`src/rtl/math_pkg.sv`:
```
// Shared definitions for the fixed-point sum-of-squares datapath.
//   state_e    : control states of fp_sum_squares
//   cnt_width(): width of a bit counter that runs 0..width-1
package math_pkg;

  typedef enum logic [1:0] {
    IDLE = 2'd0,
    MUL  = 2'd1,
    ACC  = 2'd2
  } state_e;

  // Width of a counter that must hold the values 0..width-1.
  function automatic int cnt_width(input int width);
    return (width > 1) ? $clog2(width) : 1;
  endfunction

endpackage

```
`src/rtl/fp_seq_square.sv`:
```
// Sequential shift-add squarer: one multiplier bit per clock.
//   clk, reset : clock, asynchronous active-low reset
//   start      : load operand, clear product, begin WIDTH steps
//   operand    : value to square, sampled only when start is high
//   busy       : high while more steps remain after the current one;
//                low during the final step so the controller can leave
//                its multiply state on the same edge the last step lands
//   product    : 2*WIDTH-bit result, final one cycle after busy drops
module fp_seq_square
  import math_pkg::*;
#(
  parameter int WIDTH = 32
) (
  input  logic                 clk,
  input  logic                 reset,
  input  logic                 start,
  input  logic [WIDTH-1:0]     operand,
  output logic                 busy,
  output logic [2*WIDTH-1:0]   product
);

  localparam int            CW   = cnt_width(WIDTH);
  localparam logic [CW-1:0] LAST = CW'(WIDTH - 1);

  logic [2*WIDTH-1:0] r_mcand;
  logic [2*WIDTH-1:0] r_product;
  logic [WIDTH-1:0]   r_mplier;
  logic [CW-1:0]      r_cnt;
  logic               r_run;

  // NOTE: every register here is a plain flop, so all of them take the
  // asynchronous reset; only true memory arrays would be left unreset.
  always_ff @(posedge clk or negedge reset) begin
    if (!reset) begin
      r_mcand   <= '0;
      r_product <= '0;
      r_mplier  <= '0;
      r_cnt     <= '0;
      r_run     <= 1'b0;
    end else if (start) begin
      r_mcand   <= {{WIDTH{1'b0}}, operand};
      r_mplier  <= operand;
      r_product <= '0;
      r_cnt     <= '0;
      r_run     <= 1'b1;
    end else if (r_run) begin
      // NOTE: non-blocking assignments make every update read the values
      // from before this edge, so the add and both shifts stay in step.
      if (r_mplier[0]) r_product <= r_product + r_mcand;
      r_mcand  <= r_mcand << 1;
      r_mplier <= r_mplier >> 1;
      if (r_cnt == LAST) r_run <= 1'b0;
      else               r_cnt <= r_cnt + 1'b1;
    end
  end

  assign busy    = r_run && (r_cnt != LAST);
  assign product = r_product;

endmodule

```
`src/rtl/fp_sum_squares.sv`:
```
// Running saturated sum of squares of unsigned fixed-point samples.
//   clk, reset : clock, asynchronous active-low reset
//   go         : accept one sample (only in IDLE)
//   in         : sample, read only on the accepting edge
//   clear      : zero accumulator and overflow flag (only in IDLE)
//   out        : registered saturated sum; feeds fp_sqrt
//   done       : one-cycle pulse when out reflects the latest sample
//   ovf        : sticky saturation flag
// All outputs come straight from flops.
module fp_sum_squares
  import math_pkg::*;
#(
  parameter int WIDTH      = 32,
  parameter int INT_WIDTH  = 16,
  parameter int FRAC_WIDTH = 16
) (
  input  logic             clk,
  input  logic             reset,
  input  logic             go,
  input  logic [WIDTH-1:0] in,
  input  logic             clear,
  output logic [WIDTH-1:0] out,
  output logic             done,
  output logic             ovf
);

  if (WIDTH != INT_WIDTH + FRAC_WIDTH) begin : g_bad_format
    $error("fp_sum_squares: WIDTH must equal INT_WIDTH + FRAC_WIDTH");
  end

  state_e               r_state;
  state_e               w_next;
  logic                 w_start;
  logic                 w_busy;
  logic [2*WIDTH-1:0]   w_product;
  logic [2*WIDTH-1:0]   w_shifted;
  logic [WIDTH-1:0]     w_sq;
  logic [WIDTH:0]       w_sum;
  logic                 w_sat;
  logic [WIDTH-1:0]     r_acc;
  logic                 r_done;
  logic                 r_ovf;

  assign w_start = (r_state == IDLE) && go;

  fp_seq_square #(.WIDTH(WIDTH)) u_square (
    .clk     (clk),
    .reset   (reset),
    .start   (w_start),
    .operand (in),
    .busy    (w_busy),
    .product (w_product)
  );

  // Square in the sample's own format: drop FRAC_WIDTH fraction bits.
  // Anything left above WIDTH bits means the square alone overflows.
  assign w_shifted = w_product >> FRAC_WIDTH;
  assign w_sq      = w_shifted[WIDTH-1:0];
  assign w_sum     = {1'b0, r_acc} + {1'b0, w_sq};
  assign w_sat     = r_ovf || (|w_shifted[2*WIDTH-1:WIDTH]) || w_sum[WIDTH];

  always_comb begin
    // NOTE: the default assignment first means every path through the
    // case drives w_next, so no latch is inferred.
    w_next = r_state;
    unique case (r_state)
      IDLE:    if (go) w_next = MUL;
      MUL:     if (!w_busy) w_next = ACC;
      ACC:     w_next = IDLE;
      default: w_next = IDLE;
    endcase
  end

  always_ff @(posedge clk or negedge reset) begin
    if (!reset) begin
      r_state <= IDLE;
      r_acc   <= '0;
      r_done  <= 1'b0;
      r_ovf   <= 1'b0;
    end else begin
      r_state <= w_next;
      r_done  <= (r_state == ACC);
      // clear with go in IDLE zeroes here; the accepted sample lands
      // on this zeroed value when ACC comes round.
      if (r_state == IDLE && clear) begin
        r_acc <= '0;
        r_ovf <= 1'b0;
      end else if (r_state == ACC) begin
        if (w_sat) begin
          r_acc <= '1;
          r_ovf <= 1'b1;
        end else begin
          r_acc <= w_sum[WIDTH-1:0];
        end
      end
    end
  end

  assign out  = r_acc;
  assign done = r_done;
  assign ovf  = r_ovf;

endmodule

```
`config.mk`:
```
export PLATFORM = sky130hd
export DESIGN_NAME = fp_sum_squares
export DESIGN_NICKNAME = d
export VERILOG_FILES = /design/src/rtl/math_pkg.sv /design/src/rtl/fp_seq_square.sv /design/src/rtl/fp_sum_squares.sv
export SDC_FILE = /design/constraint.sdc
export NUM_CORES = 1
export LEC_CHECK = 0
export BUFFER_PORTS_ARGS = -buffer_cell sky130_fd_sc_hd__buf_2
export CAP_MARGIN = 20
export CORE_ASPECT_RATIO = 0.6
export CORE_MARGIN = 2
export CORE_UTILIZATION = 40
export DETAILED_ROUTE_END_ITERATION = 10
export GPL_TIMING_DRIVEN = 1
export PLACE_DENSITY = 0.59
export SYNTH_ARGS = -nofsm -noshare
export SYNTH_HDL_FRONTEND = slang
export SYNTH_HIERARCHICAL = 1
export SYNTH_SLANG_ARGS = --single-unit
```
`constraint.sdc`:
```
create_clock -name clk -period 4.5 [get_ports clk]
set_clock_uncertainty 0.2 [all_clocks]
set_input_delay 0.675 -clock clk [delete_from_list [all_inputs] [get_ports clk]]
set_output_delay 0.675 -clock clk [all_outputs]
set_load 0.01 [all_outputs]
```
=== After elaboration in Yosys (flattened, before gate mapping) ===
Cells that the tools add are included.
W data, S select, Z words.

* Register bits: 202
* Latch bits: 0
* Memory bits (writable): 0
* Bits in read-only memories: 0
* Input port bits: 36
* Output and inout port bits: 34
* Word-level logic and storage cells: 56
* Memories: 0

* Add/sub/neg operators: 3
* Multipliers: 0
* Divide/modulo/power cells: 0
* Order comparisons: 0
* Equality and inequality tests: 7
* Shifts and indexed selects: 0
* Multiplexer cells: 22
* Bitwise logic cells: 0
* Reductions and logical operators: 15

{| class="wikitable"
|+ Operators with widths
! kind !! number
|-
| $mux W64 || 5
|-
| $mux W32 || 5
|-
| $add A64 B64 Y64 || 1
|-
| $add A32 B32 Y33 || 1
|-
| $reduce_or A16 Y1 || 1
|-
| $mux W5 || 3
|-
| $reduce_and A2 Y1 || 4
|-
| $reduce_bool A2 Y1 || 4
|-
| $mux W1 || 6
|-
| $add A5 B1 Y5 const B || 1
|-
| $eq A5 B5 Y1 const B || 1
|-
| $ne A5 B5 Y1 const B || 1
|-
| $mux W2 || 2
|-
| $ne A2 B2 Y1 const B || 2
|-
| $pmux W2 S2 || 1
|-
| $logic_and A1 B1 Y1 || 3
|-
| $eq A2 B1 Y1 const B || 1
|-
| $eq A2 B2 Y1 const B || 1
|-
| $logic_not A2 Y1 || 1
|-
| $logic_or A1 B1 Y1 || 2
|-
| $ne A2 B1 Y1 const B || 1
|}

=== Logic depth before layout (Yosys ltp) ===
Gate-level depths: netlist of run 1.

* Depth in word-level cells: 6
* Depth in mapped cells: 12
* Gate-level depth less buffers: 12

=== Modules after synthesis ===
Netlist of run 1, hierarchy kept.

{| class="wikitable"
|+ Modules (own cells, without submodules)
! module !! instances !! cells an instance !! area an instance (µm²) !! seq. area each (µm²)
|-
| fp_seq_square || 1 || 1220 || 10809.1 || 4154.0
|-
| fp_sum_squares || 1 || 412 || 3348.2 || 900.9
|}

=== Worst setup path before layout of run 1 ===
Ideal clock, no wire load.

* Path type: reg-to-reg
* Start point: reg u_square.r_mcand[0]
* End point: reg u_square.r_product[62] (netlist: u_square/product[62])
* Setup time: 0.126 ns
* Arrival time: 2.665 ns
* Data required time: 4.174 ns
* Setup slack: 1.508 ns
* Cell stages (with the launch flop): 13
* Buffers on the path: 0
* Clock period less this slack: 2.992 ns
* Cell sequence: dfrtp_1 > ha_1 > inv_1 > fa_1 > and4b_1 > a2111oi_4 > o2111ai_1 > nand4_1 > a31oi_4 > a41oi_2 > o21ai_1 > a21oi_1 > a311o_1

* Word-level cells in the longest chain between the ends: 4

{| class="wikitable"
|+ Ends and longest elaborated chain
! element !! line !! source
|-
| from (decl) || fp_seq_square.sv:25 || <nowiki>logic [2*WIDTH-1:0] r_mcand;</nowiki>
|-
| from (signal assigned) || fp_seq_square.sv:41 || <nowiki>r_mcand <= {{WIDTH{1'b0}}, operand};</nowiki>
|-
| from (signal assigned) || fp_seq_square.sv:50 || <nowiki>r_mcand <= r_mcand << 1;</nowiki>
|-
| $add A64 B64 Y64 || fp_seq_square.sv:49 || <nowiki>if (r_mplier[0]) r_product <= r_product + r_mcand;</nowiki>
|-
| $mux W64 || fp_seq_square.sv:49 ||
|-
| $mux W64 || fp_seq_square.sv:46 || <nowiki>end else if (r_run) begin</nowiki>
|-
| $mux W64 || fp_seq_square.sv:40 || <nowiki>end else if (start) begin</nowiki>
|-
| to (signal assigned) || fp_seq_square.sv:49 ||
|-
| to (decl) || fp_seq_square.sv:26 || <nowiki>logic [2*WIDTH-1:0] r_product;</nowiki>
|}

No other way between the ends. The select of a mux whose other input is x is not followed.
A chain may end at the register's enable or synchronous reset.

=== Worst setup path after layout of run 1 ===
Same ends and word-level chain as after synthesis.

==> flow_metrics.tcl, run 1 <==
set metrics [dict create \
    status "finished with violations" \
    violations "negative hold slack" \
    post-route-drc-count 0 \
    post_cts_resized 0 \
    post-place-ws_ns 1.069 \
    finalPower_uw 13290 \
    die_w_um 246.9 \
    ios 70 \
    finalHoldViolCount 2 \
    worstHoldPathType "input port to async pin" \
    hold_slack_ns -0.01075 \
    hpwl_um 29000 \
    die_y_um 149.7 \
    worst_slew_pin_slew_ns 0.9940 \
    port_buffers 69 \
    period_needed_ns 3.487 \
    ys_ff_latch 202 \
    rsz0062_at_grt "false" \
    core-area_mm2 0.03495 \
    antenna_cells 0 \
    drive_above_1_share 0.1028 \
    grt_use_total 0.2118 \
    async_flop_share 1.000 \
    slowest_delay_ns 0.42 \
    first_pass_iters 6 \
    vias_per_cell 5.653 \
    period_share 0.7748 \
    placed_area_mm2 0.01488 \
    yosysTopAreaCell "dfrtp_1" \
    post-synth-top-count-cell "dfrtp_1" \
    crit_arrival_ns 3.69 \
    crit_buf_inv 1 \
    final.fill_count 3405 \
    yosysSeqAreaShare 0.3570 \
    relSlewSlack 0.3344 \
    maxSlewViolCount 0 \
    grt_max_degree 102 \
    path_clk_slew_ns 0.07 \
    wire_per_inst_um 18.39 \
    grt-ovfl-total 0 \
    synth-edff-count 0 \
    clock-root-buffer "clkbuf_16" \
    p_per_area_mw_per_mm2 849.6 \
    initial_core_util 0.4051 \
    path_delay_family "compound AO/OA/AOI/OAI gates" \
    netlist_area_mm2 0.01416 \
    cp_max_fo 4 \
    p_leak_uw 0.007496 \
    ir_drop_mv 0.3101 \
    clock-sinks 202 \
    synth.area.top_cells "dfrtp_1 (36%), ha_1 (8.6%), nand2_1 (4.8%), nor2b_1 (4.3%), nor2_1 (4.0%)" \
    grt_pass1_vias 11110 \
    cts_hold_buf 0 \
    rows 53 \
    setup_violations 0 \
    post-route-util 0.4475 \
    htreeDepth 1 \
    synth_flop_cell "dfrtp_1" \
    max_freq_ghz 0.2868 \
    first_iter_violations 1272 \
    cp-start-kind "register" \
    crit_path_cell_trace "ha_1, inv_1, fa_1, and4b_1, a2111oi_4, o2111ai_1, nand4_1, a31oi_4, a41oi_2, o21ai_1, a21oi_1, a311o_1" \
    clockBufferDepth 3 \
    syn2layout_area_growth_pct 10.47 \
    synth_area_per_cell_um2 8.675 \
    ant_nets 0 \
    synth_common_cells "dfrtp_1 (202), nand2_1 (180), nor2_1 (152)" \
    finalWorstSetupSlack_ns 1.013 \
    cts_buffers 23 \
    reg2reg_from "u_square/r_mcand[0]" \
    synth_cells 1632 \
    end_kind "register" \
    crit_slowest_cell "fa_1" \
    grt_pass1_wl_um 62690 \
    netlist.area_leader.share 0.3570 \
    ys_types 87 \
    drv_cap 0 \
    dieArea_mm2 0.03696 \
    synth_warnings 6 \
    clkLatencyLatePin_ns 0.53 \
    critical_path_class "register to register" \
    place_congestion 0.9313 \
    post_cts_buffers 0 \
    cp.required_ns 4.70 \
    cts_tree "built" \
    final_nets 1785 \
    fin_setup_tns_ns 0 \
    design_area_mm2 0.01564 \
    grt_antenna_before_repair 0 \
    syn_nets 1767 \
    routed_wl_um 39200 \
    num_vias 12050 \
    startpoint "u_square/r_mcand[0]" \
]
-- final timing paths --
path	endpoint	slack, ns	depth (start not counted)
worst max-delay path	u_square/product[62]	1.01	12
worst max register to register	u_square/product[62]	1.01	12
worst min-delay path	out[25]	-0.01	1
worst min register to register	u_square/product[9]	0.29	2
min in group clk	u_square/r_mcand[16]	0.20	3
max in group asynchronous	u_square/r_mcand[59]	3.16	2
-- kinds of logic (layout without fill, tap and decap cells) --
logic type               Yosys count  count (layout)  share of synthesized area
AND/OR/NAND/NOR                  576             576                     0.1975
AO/OA/AOI/OAI                    500             500                     0.2414
flip-flops                       202             202                     0.3570
buffers and inverters            136             168                    0.03800
adder cells (fa/ha/maj)           99              99                    0.08855
multiplexers                      42              42                    0.02987
XOR/XNOR                          77              77                    0.04764
-- metrics by stage --
step                      cells  hold slack, ns
after floorplan            1632          0.1794
after global placement     2092          0.2719
after detailed placement   2092          0.2835
after CTS                  2131         0.03325
after global routing       2131         0.05539
final                      2131        -0.01075
-- cell usage in the layout (no fill, tap or decap), drive strengths merged, types with 4 or more instances in the layout --
cell type / n
a211o: 5
a211oi: 69
a21o: 45
a21oi: 108
a221oi: 7
a22o: 7
a31oi: 19
a41oi: 8
and2: 12
and3: 14
buf: 81
clkbuf: 26
clkinv: 8
dfrtp: 202
ha: 97
inv: 47
mux2i: 40
nand2: 181
nand2b: 8
nand3: 27
nand4: 29
nand4b: 5
nor2: 152
nor2b: 98
nor3: 9
nor3b: 6
nor4: 9
o2111ai: 6
o211ai: 16
o21a: 12
o21ai: 129
o21bai: 25
o22ai: 4
o31ai: 8
or2: 7
or3: 12
xnor2: 51
xor2: 26
-- sequential cells by signal, indices dropped and copies added, names as in the netlist --
signal	cells
u_square/r_cnt	5
done	1
ovf	1
u_square/r_mplier	32
r_state	2
u_square/r_run	1
out	32
u_square/product	64
u_square/r_mcand	64
-- area by class of cell --
type,count,area (um2),area share
Tap cell,467,584.3,0.03736
Inverter,47,176.4,0.01128
Sequential cell,202,5059,0.3234
Clock inverter,14,156.4,0.01000
Clock buffer,25,603.1,0.03856
Multi-Input combinational cell,1294,8584,0.5489
Timing Repair Buffer,82,476.7,0.03048
-- layer usage --
| layer | vias up | global-route usage | wire, um |
|---|---|---|---|
| li1 | 5934 | - | - |
| met1 | 5747 | 0.3633 | 21790 |
| met2 | 333 | 0.2674 | 14340 |
| met3 | 33 | 0.03784 | 2652 |
| met4 | 0 | 0.02801 | 422 |
| met5 | - | 0 | 0 |
-- report_power, final --
part	switching, uW	total [uW]	internal, uW
clock	806	1940	1140
combinational	4700	7810	3120
sequential	874	3530	2660
total	6380	13300	6910
Note: power is estimated with default switching activity, not from simulation.
==> run 2, diff against run 1 <==
--- a/config.mk
+++ b/config.mk
@@ -5,6 +5,7 @@
 export SDC_FILE = /design/constraint.sdc
 export NUM_CORES = 1
 export LEC_CHECK = 0
+export ABC_AREA = 1
 export BUFFER_PORTS_ARGS = -buffer_cell sky130_fd_sc_hd__buf_2
 export CAP_MARGIN = 20
 export CORE_ASPECT_RATIO = 0.6
==> constraint.sdc (replaced) <==
create_clock -name clk -period 3.5 [get_ports clk]
set_clock_uncertainty 0.2 [all_clocks]
set_input_delay 0.525 -clock clk [delete_from_list [all_inputs] [get_ports clk]]
set_output_delay 0.525 -clock clk [all_outputs]
set_load 0.01 [all_outputs]
==> run 2 against run 1 <==
Net effect:
- the flow now finishes without violations
- critical path type unchanged
- flip-flop and latch count unchanged
- clock power increased by 30%
- total power increased by 14%
- critical endpoint is now u_square/product[51]
- register-to-register slack got worse by 0.27 ns
- cell count is 52% higher
- critical path depth did not move
- fmax is 27% higher
- global-route usage up 4.6 points
- core utilization rose by 0.27 points
- setup slack worse by 0.27 ns
- synthesized cell count increased by 61%
==> flow_metrics.tcl, run 2 <==
set metrics [dict create \
    status "completed" \
    setup_violations 0 \
    ant_nets 0 \
    dieArea_mm2 0.04277 \
    first_pass_iters 6 \
    grt-ovfl-total 0 \
    period_needed_ns 2.755 \
    synth_cells 2625 \
    hp-start "in[7]" \
    final_nets 2833 \
    synthMuxAreaShare 0 \
    synth.area.top_cells "dfrtp_1 (31%), nand2_1 (25%), inv_1 (12%), ha_1 (7.4%), nand3_1 (4.3%)" \
    cp-start-kind "register" \
    rsz0062_at_grt "false" \
    max_freq_ghz 0.3630 \
    synth-edff-count 0 \
    p_per_area_mw_per_mm2 829.9 \
    async_flop_share 1.000 \
    cts_tree "built" \
    swShare 0.5115 \
    placed_area_mm2 0.01736 \
    clock-root-buffer "clkbuf_16" \
    clockBufferDepth 3 \
    yosysSeqAreaShare 0.3076 \
    yosysTopAreaCell "dfrtp_1" \
    ios 70 \
    critical_path_class "register to register" \
    final_common_cell "nand2_1" \
    num_vias 16340 \
    wire_per_inst_um 16.96 \
    grt_max_degree 82 \
    synth_warnings 6 \
    routed_wl_um 55070 \
    crit_slowest_cell "dfrtp_1" \
    p_leak_uw 0.01103 \
    slowest_delay_ns 0.46 \
    grt_pass1_wl_um 85670 \
    synth_compound_area_frac 0.08011 \
    clkPwrFrac 0.167 \
    worst_slew_pin_slew_ns 0.7431 \
    final.fill_count 4313 \
    rows 57 \
    cts_buffers 23 \
    synth_flop_cell "dfrtp_1" \
    htreeDepth 1 \
    netlist.area_leader.share 0.3076 \
    ys_types 46 \
    startpoint "u_square/r_mcand[34]" \
    synth_common_cells "nand2_1 (1,083), inv_1 (538), dfrtp_1 (202)" \
    design_area_mm2 0.01824 \
    hpwl_um 44280 \
    end_kind "register" \
    netlist_area_mm2 0.01643 \
    seqPwrFrac 0.266 \
    period_share 0.7871 \
    comb_power_share 0.567 \
    grt_use_total 0.2581 \
    post-synth-top-count-cell "nand2_1" \
    cpMostUsedCell "nand2_1" \
    worstHoldPathType "input port to register" \
    synth_top_family_by_area "simple AND/OR/NAND/NOR gates" \
    grt_antenna_before_repair 1 \
    crit_arrival_ns 2.99 \
    finalHoldViolCount 0 \
    synthSimpleGateAreaFrac 0.3855 \
    cp.required_ns 3.73 \
    p_int_uw 7395 \
    grt_pass1_vias 15150 \
    reg2reg_from "u_square/r_mcand[34]" \
    relSlewSlack 0.5046 \
    die_w_um 265.7 \
    post-route-drc-count 0 \
    ys_ff_latch 202 \
    path_clk_slew_ns 0.07 \
    core-area_mm2 0.04051 \
    synth_area_per_cell_um2 6.259 \
    die_y_um 161.0 \
    ir_drop_mv 0.3816 \
    syn_nets 2760 \
    first_iter_violations 1607 \
    clock-sinks 202 \
    port_buffers 69 \
    place_congestion 1.026 \
    post_cts_buffers 0 \
    vias_per_cell 5.030 \
    p_switching_uw 7743 \
    cp_max_fo 5 \
    maxSlewViolCount 0 \
    syn2layout_area_growth_pct 11.01 \
    clkLatencyLatePin_ns 0.57 \
    synth-xor-area-share 0.01119 \
    crit_path_cell_trace "ha_1, nand2_1, inv_1, nand2_1, nor2_2, nand2_1, nor2_1, nand2_1, nand2_1, nand2_1, nand3_1, nand2_1" \
    drive_above_1_share 0.08619 \
    layout_common_cells "nand2_1 (1,083), inv_1 (536), dfrtp_1 (202), nor2_1 (153), nand3_1 (140)" \
    initial_core_util 0.4056 \
    fin_setup_tns_ns 0 \
    synth_fa_ha_area_frac 0.07630 \
    drv_cap 0 \
]
==> run 2: metal layers <==
metal	up-vias	GRT usage	routed length, um
li1	8195	-	-
met1	7547	0.4178	28760
met2	543	0.3310	19770
met3	52	0.07394	5609
met4	2	0.04648	921
met5	-	0	13
==> run 2: critical path, delay by kind of cell (launching register included) <==
| family | cells | cell delay, ns |
|---|---|---|
| DFF | 1 | 0.46 |
| buffers and inverters | 1 | 0.09 |
| and+or+nand+nor | 10 | 1.44 |
| adders and majority gates | 1 | 0.45 |
==> run 2: cells by family (layout without fill, tap and decap cells) <==
group / Yosys count / in the layout
compound gates: 202 / 202
xor+xnor: 21 / 21
fa+ha+maj: 99 / 99
buf+inv: 595 / 685
flops: 202 / 202
other cells: 0 / 2
simple gates: 1506 / 1506
==> run 2: repair_timing <==
action                    4_1_cts  5_1_grt
gates resized for setup         0        0
hold buffers                   11        0
hold endpoints to repair       92        0
==> run 2: worst paths after layout <==
kind                       cells past startpoint                   end  slack [ns]
max in group asynchronous                      3  u_square/r_mplier[4]        1.87
setup reg to reg                              12  u_square/product[51]        0.75
setup / recovery                              12  u_square/product[51]        0.75
hold / removal                                 3   u_square/r_mcand[7]       0.005
hold reg to reg                                2  u_square/product[15]        0.29
min in group asynchronous                      2               out[21]        0.34
==> run 2: stage by stage <==
step	power, uW	cells	hold WS (ns)	util	setup slack [ns]
after floorplan	9807	2625	0.02941	-	1.243
after global placement	12380	3193	0.2689	0.4285	0.8711
after detailed placement	12490	3193	0.2786	0.4285	0.8826
after CTS	15100	3246	0.0009354	0.4501	0.8617
after global routing	16400	3246	0.02163	0.4501	0.6509
final	15140	3248	0.004929	0.4503	0.7452
==> run 2: power by group through the flow <==
stage          clock network [uW]  registers, uW  logic [uW]
6_report                     2530           4030        8580
5_1_grt                      2680           4130        9590
4_1_cts                      2590           4010        8490
3_5_place_dp                    0           4050        8440
3_3_place_gp                    0           4020        8360
2_1_floorplan                   0           3810        6000
==> run 2: cell type report <==
| type | instances | area [um2] | area share |
|---|---|---|---|
| clock buffers | 29 | 638.1 | 0.03498 |
| well taps | 531 | 664.4 | 0.03642 |
| diodes | 2 | 5.005 | 0.0002744 |
| clock inverters | 13 | 127.6 | 0.006997 |
| inverters | 547 | 2053 | 0.1126 |
| repair buffers | 96 | 596.8 | 0.03272 |
| flip-flops and latches | 202 | 5055 | 0.2771 |
| multi-input cells | 1828 | 9100 | 0.4989 |
==> run 3, diff against run 2 <==
--- a/config.mk
+++ b/config.mk
@@ -5,7 +5,7 @@
 export SDC_FILE = /design/constraint.sdc
 export NUM_CORES = 1
 export LEC_CHECK = 0
-export ABC_AREA = 1
+export ABC_AREA = 0
 export BUFFER_PORTS_ARGS = -buffer_cell sky130_fd_sc_hd__buf_2
 export CAP_MARGIN = 20
 export CORE_ASPECT_RATIO = 0.6
==> constraint.sdc (replaced) <==
create_clock -name clk -period 2.8 [get_ports clk]
set_clock_uncertainty 0.2 [all_clocks]
set_input_delay 0.42 -clock clk [delete_from_list [all_inputs] [get_ports clk]]
set_output_delay 0.42 -clock clk [all_outputs]
set_load 0.01 [all_outputs]
==> run 3 against run 2 <==
Net effect:
- the run now ends with negative setup slack left
- register-to-register slack got worse by 0.98 ns
- die area decreased by 14%
- cell count decreased by 23%
- first-iteration DRC count decreased by 49%
- hold slack improved by 0.21 ns
- largest power group unchanged
==> flow_metrics.tcl, run 3 (synthesis results as in run 1) <==
set metrics [dict create \
    clock-sinks 202 \
    relSlewSlack 0.2167 \
    dieArea_mm2 0.03696 \
    crit_path_cell_trace "ha_2, inv_2, fa_2, and4b_1, a2111oi_4, o2111ai_2, nand4_1, a31oi_4, a41oi_4, buf_4, nor2_2, xnor2_2, o21ai_1" \
    grt_use_total 0.2345 \
    rsz0062_at_grt "true" \
    grt-ovfl-total 0 \
    reg2reg_slack_ns -0.24 \
    post-route-drc-count 0 \
    grt_pass1_wl_um 69450 \
    grt_pass1_vias 12700 \
    comb_power_share 0.700 \
    clock-root-buffer "clkbuf_16" \
    reg2reg_from "u_square/r_mcand[0]" \
    cts_tree "built" \
    period_share 1.085 \
    worstHoldPathType "input port to async pin" \
    cp_max_fo 3 \
    num_vias 13750 \
    p_per_area_mw_per_mm2 1411 \
    reg2reg_to "u_square/product[54]" \
    vias_per_cell 5.468 \
    syn2layout_area_growth_pct 40.97 \
    path_delay_family "compound AO/OA/AOI/OAI gates" \
    p_leak_uw 0.009533 \
    die_w_um 246.9 \
    clockBufferDepth 3 \
    finalWorstSetupSlack_ns -0.2391 \
    initial_core_util 0.4051 \
    reg2regPathDepth 13 \
    path_clk_slew_ns 0.07 \
    slowest_delay_ns 0.35 \
    end_kind "register" \
    ios 70 \
    crit_buf_inv 2 \
    fin_cells 2515 \
    core-area_mm2 0.03495 \
    final_common_cell "buf_4" \
    ant_nets 0 \
    clkLatencyLatePin_ns 0.54 \
    htreeDepth 1 \
    crit_slowest_cell "dfrtp_1" \
    hpwl_um 31890 \
    first_iter_violations 826 \
    drv_cap 0 \
    grt_antenna_before_repair 0 \
    finalHoldViolCount 0 \
    post-place-ws_ns -0.2949 \
    critical_path_class "register to register" \
    clkPwrFrac 0.105 \
    drive_above_1_share 0.3364 \
    cp.required_ns 3.00 \
    worst_slew_pin_slew_ns 1.174 \
    layout_common_cells "buf_4 (329), dfrtp_1 (198), nand2_1 (175), nor2_1 (147), nor2b_1 (97)" \
    hold_slack_ns 0.2186 \
    port_buffers 69 \
    p_switching_uw 12630 \
    p_int_uw 15530 \
    final.fill_count 3093 \
    swShare 0.4485 \
    antenna_cells 0 \
    place_congestion 0.9316 \
    max_freq_ghz 0.3290 \
    status "finished with violations" \
    cp-start-kind "register" \
    seqPwrFrac 0.195 \
    post-route-util 0.5711 \
    cts_buffers 22 \
    final_nets 2167 \
    first_pass_iters 5 \
    grt_max_degree 96 \
    period_needed_ns 3.039 \
    maxSlewViolCount 0 \
    die_y_um 149.7 \
    routed_wl_um 44870 \
    wire_per_inst_um 17.84 \
    crit_arrival_ns 3.24 \
    rows 53 \
    setup_violations 51 \
    ir_drop_mv 0.7126 \
    violations "negative setup slack" \
    dp.cells 2389 \
]
run 3: worst max path at each step:
stage / start / to / cells after the start / slack, ns
2_1_floorplan: u_square/r_mcand[0] / u_square/product[62] / 12 / -0.03
3_3_place_gp: u_square/product[0] / u_square/product[62] / 12 / -0.23
3_5_place_dp: u_square/product[0] / u_square/product[62] / 12 / -0.29
4_1_cts: u_square/product[0] / u_square/product[58] / 12 / -0.24
5_1_grt: u_square/product[41] / u_square/product[62] / 10 / -0.37
6_report: u_square/r_mcand[0] / u_square/product[54] / 13 / -0.24
run 3: layout make-up:
cell class | instances | area, um2 | area share
sequential | 202 | 5062 | 0.2537
multi-input combinational | 1296 | 9876 | 0.4948
clock inverter | 9 | 76.32 | 0.003824
inverter | 47 | 176.4 | 0.008840
timing repair buffer | 463 | 3547 | 0.1777
clock buffer | 31 | 635.6 | 0.03185
tap | 467 | 584.3 | 0.02928
run 3: power groups by stage:
stage	combinational [uW]	clock (uW)	sequential (uW)
2_1_floorplan	9770	0	5160
3_3_place_gp	16200	0	5310
5_1_grt	21400	3170	5620
3_5_place_dp	16500	0	5370
6_report	19700	2960	5490
4_1_cts	17800	3050	5420
run 3: layer usage:
layer  vias up  share of wire  GRT usage  routed length, um
met4         0          0.015    0.03434                656
met5         -              0          0                  0
met1      6659           0.53     0.3835              23730
li1       6700              -          -                  -
met2       348           0.40     0.3225              17940
met3        46          0.057    0.03569               2542
run 3: per-stage QoR:
step	cell area (um2)	total power, uW	TNS, ns
3_3_place_gp	17200	21520	-6.626
5_1_grt	19960	30150	-10.32
4_1_cts	19090	26320	-3.005
6_report	19960	28170	-4.344
3_5_place_dp	17200	21850	-10.96
2_1_floorplan	14230	14930	-0.03247
run 3: repair_timing:
action | 4_1_cts | 5_1_grt
buffers inserted | 29 | 24
pin swaps | 105 | 109
gates resized for setup | 145 | 144
hold endpoints to repair | 118 | 0
gates cloned | 2 | 1
setup endpoints to repair | 68 | 75
hold buffers | 35 | 0
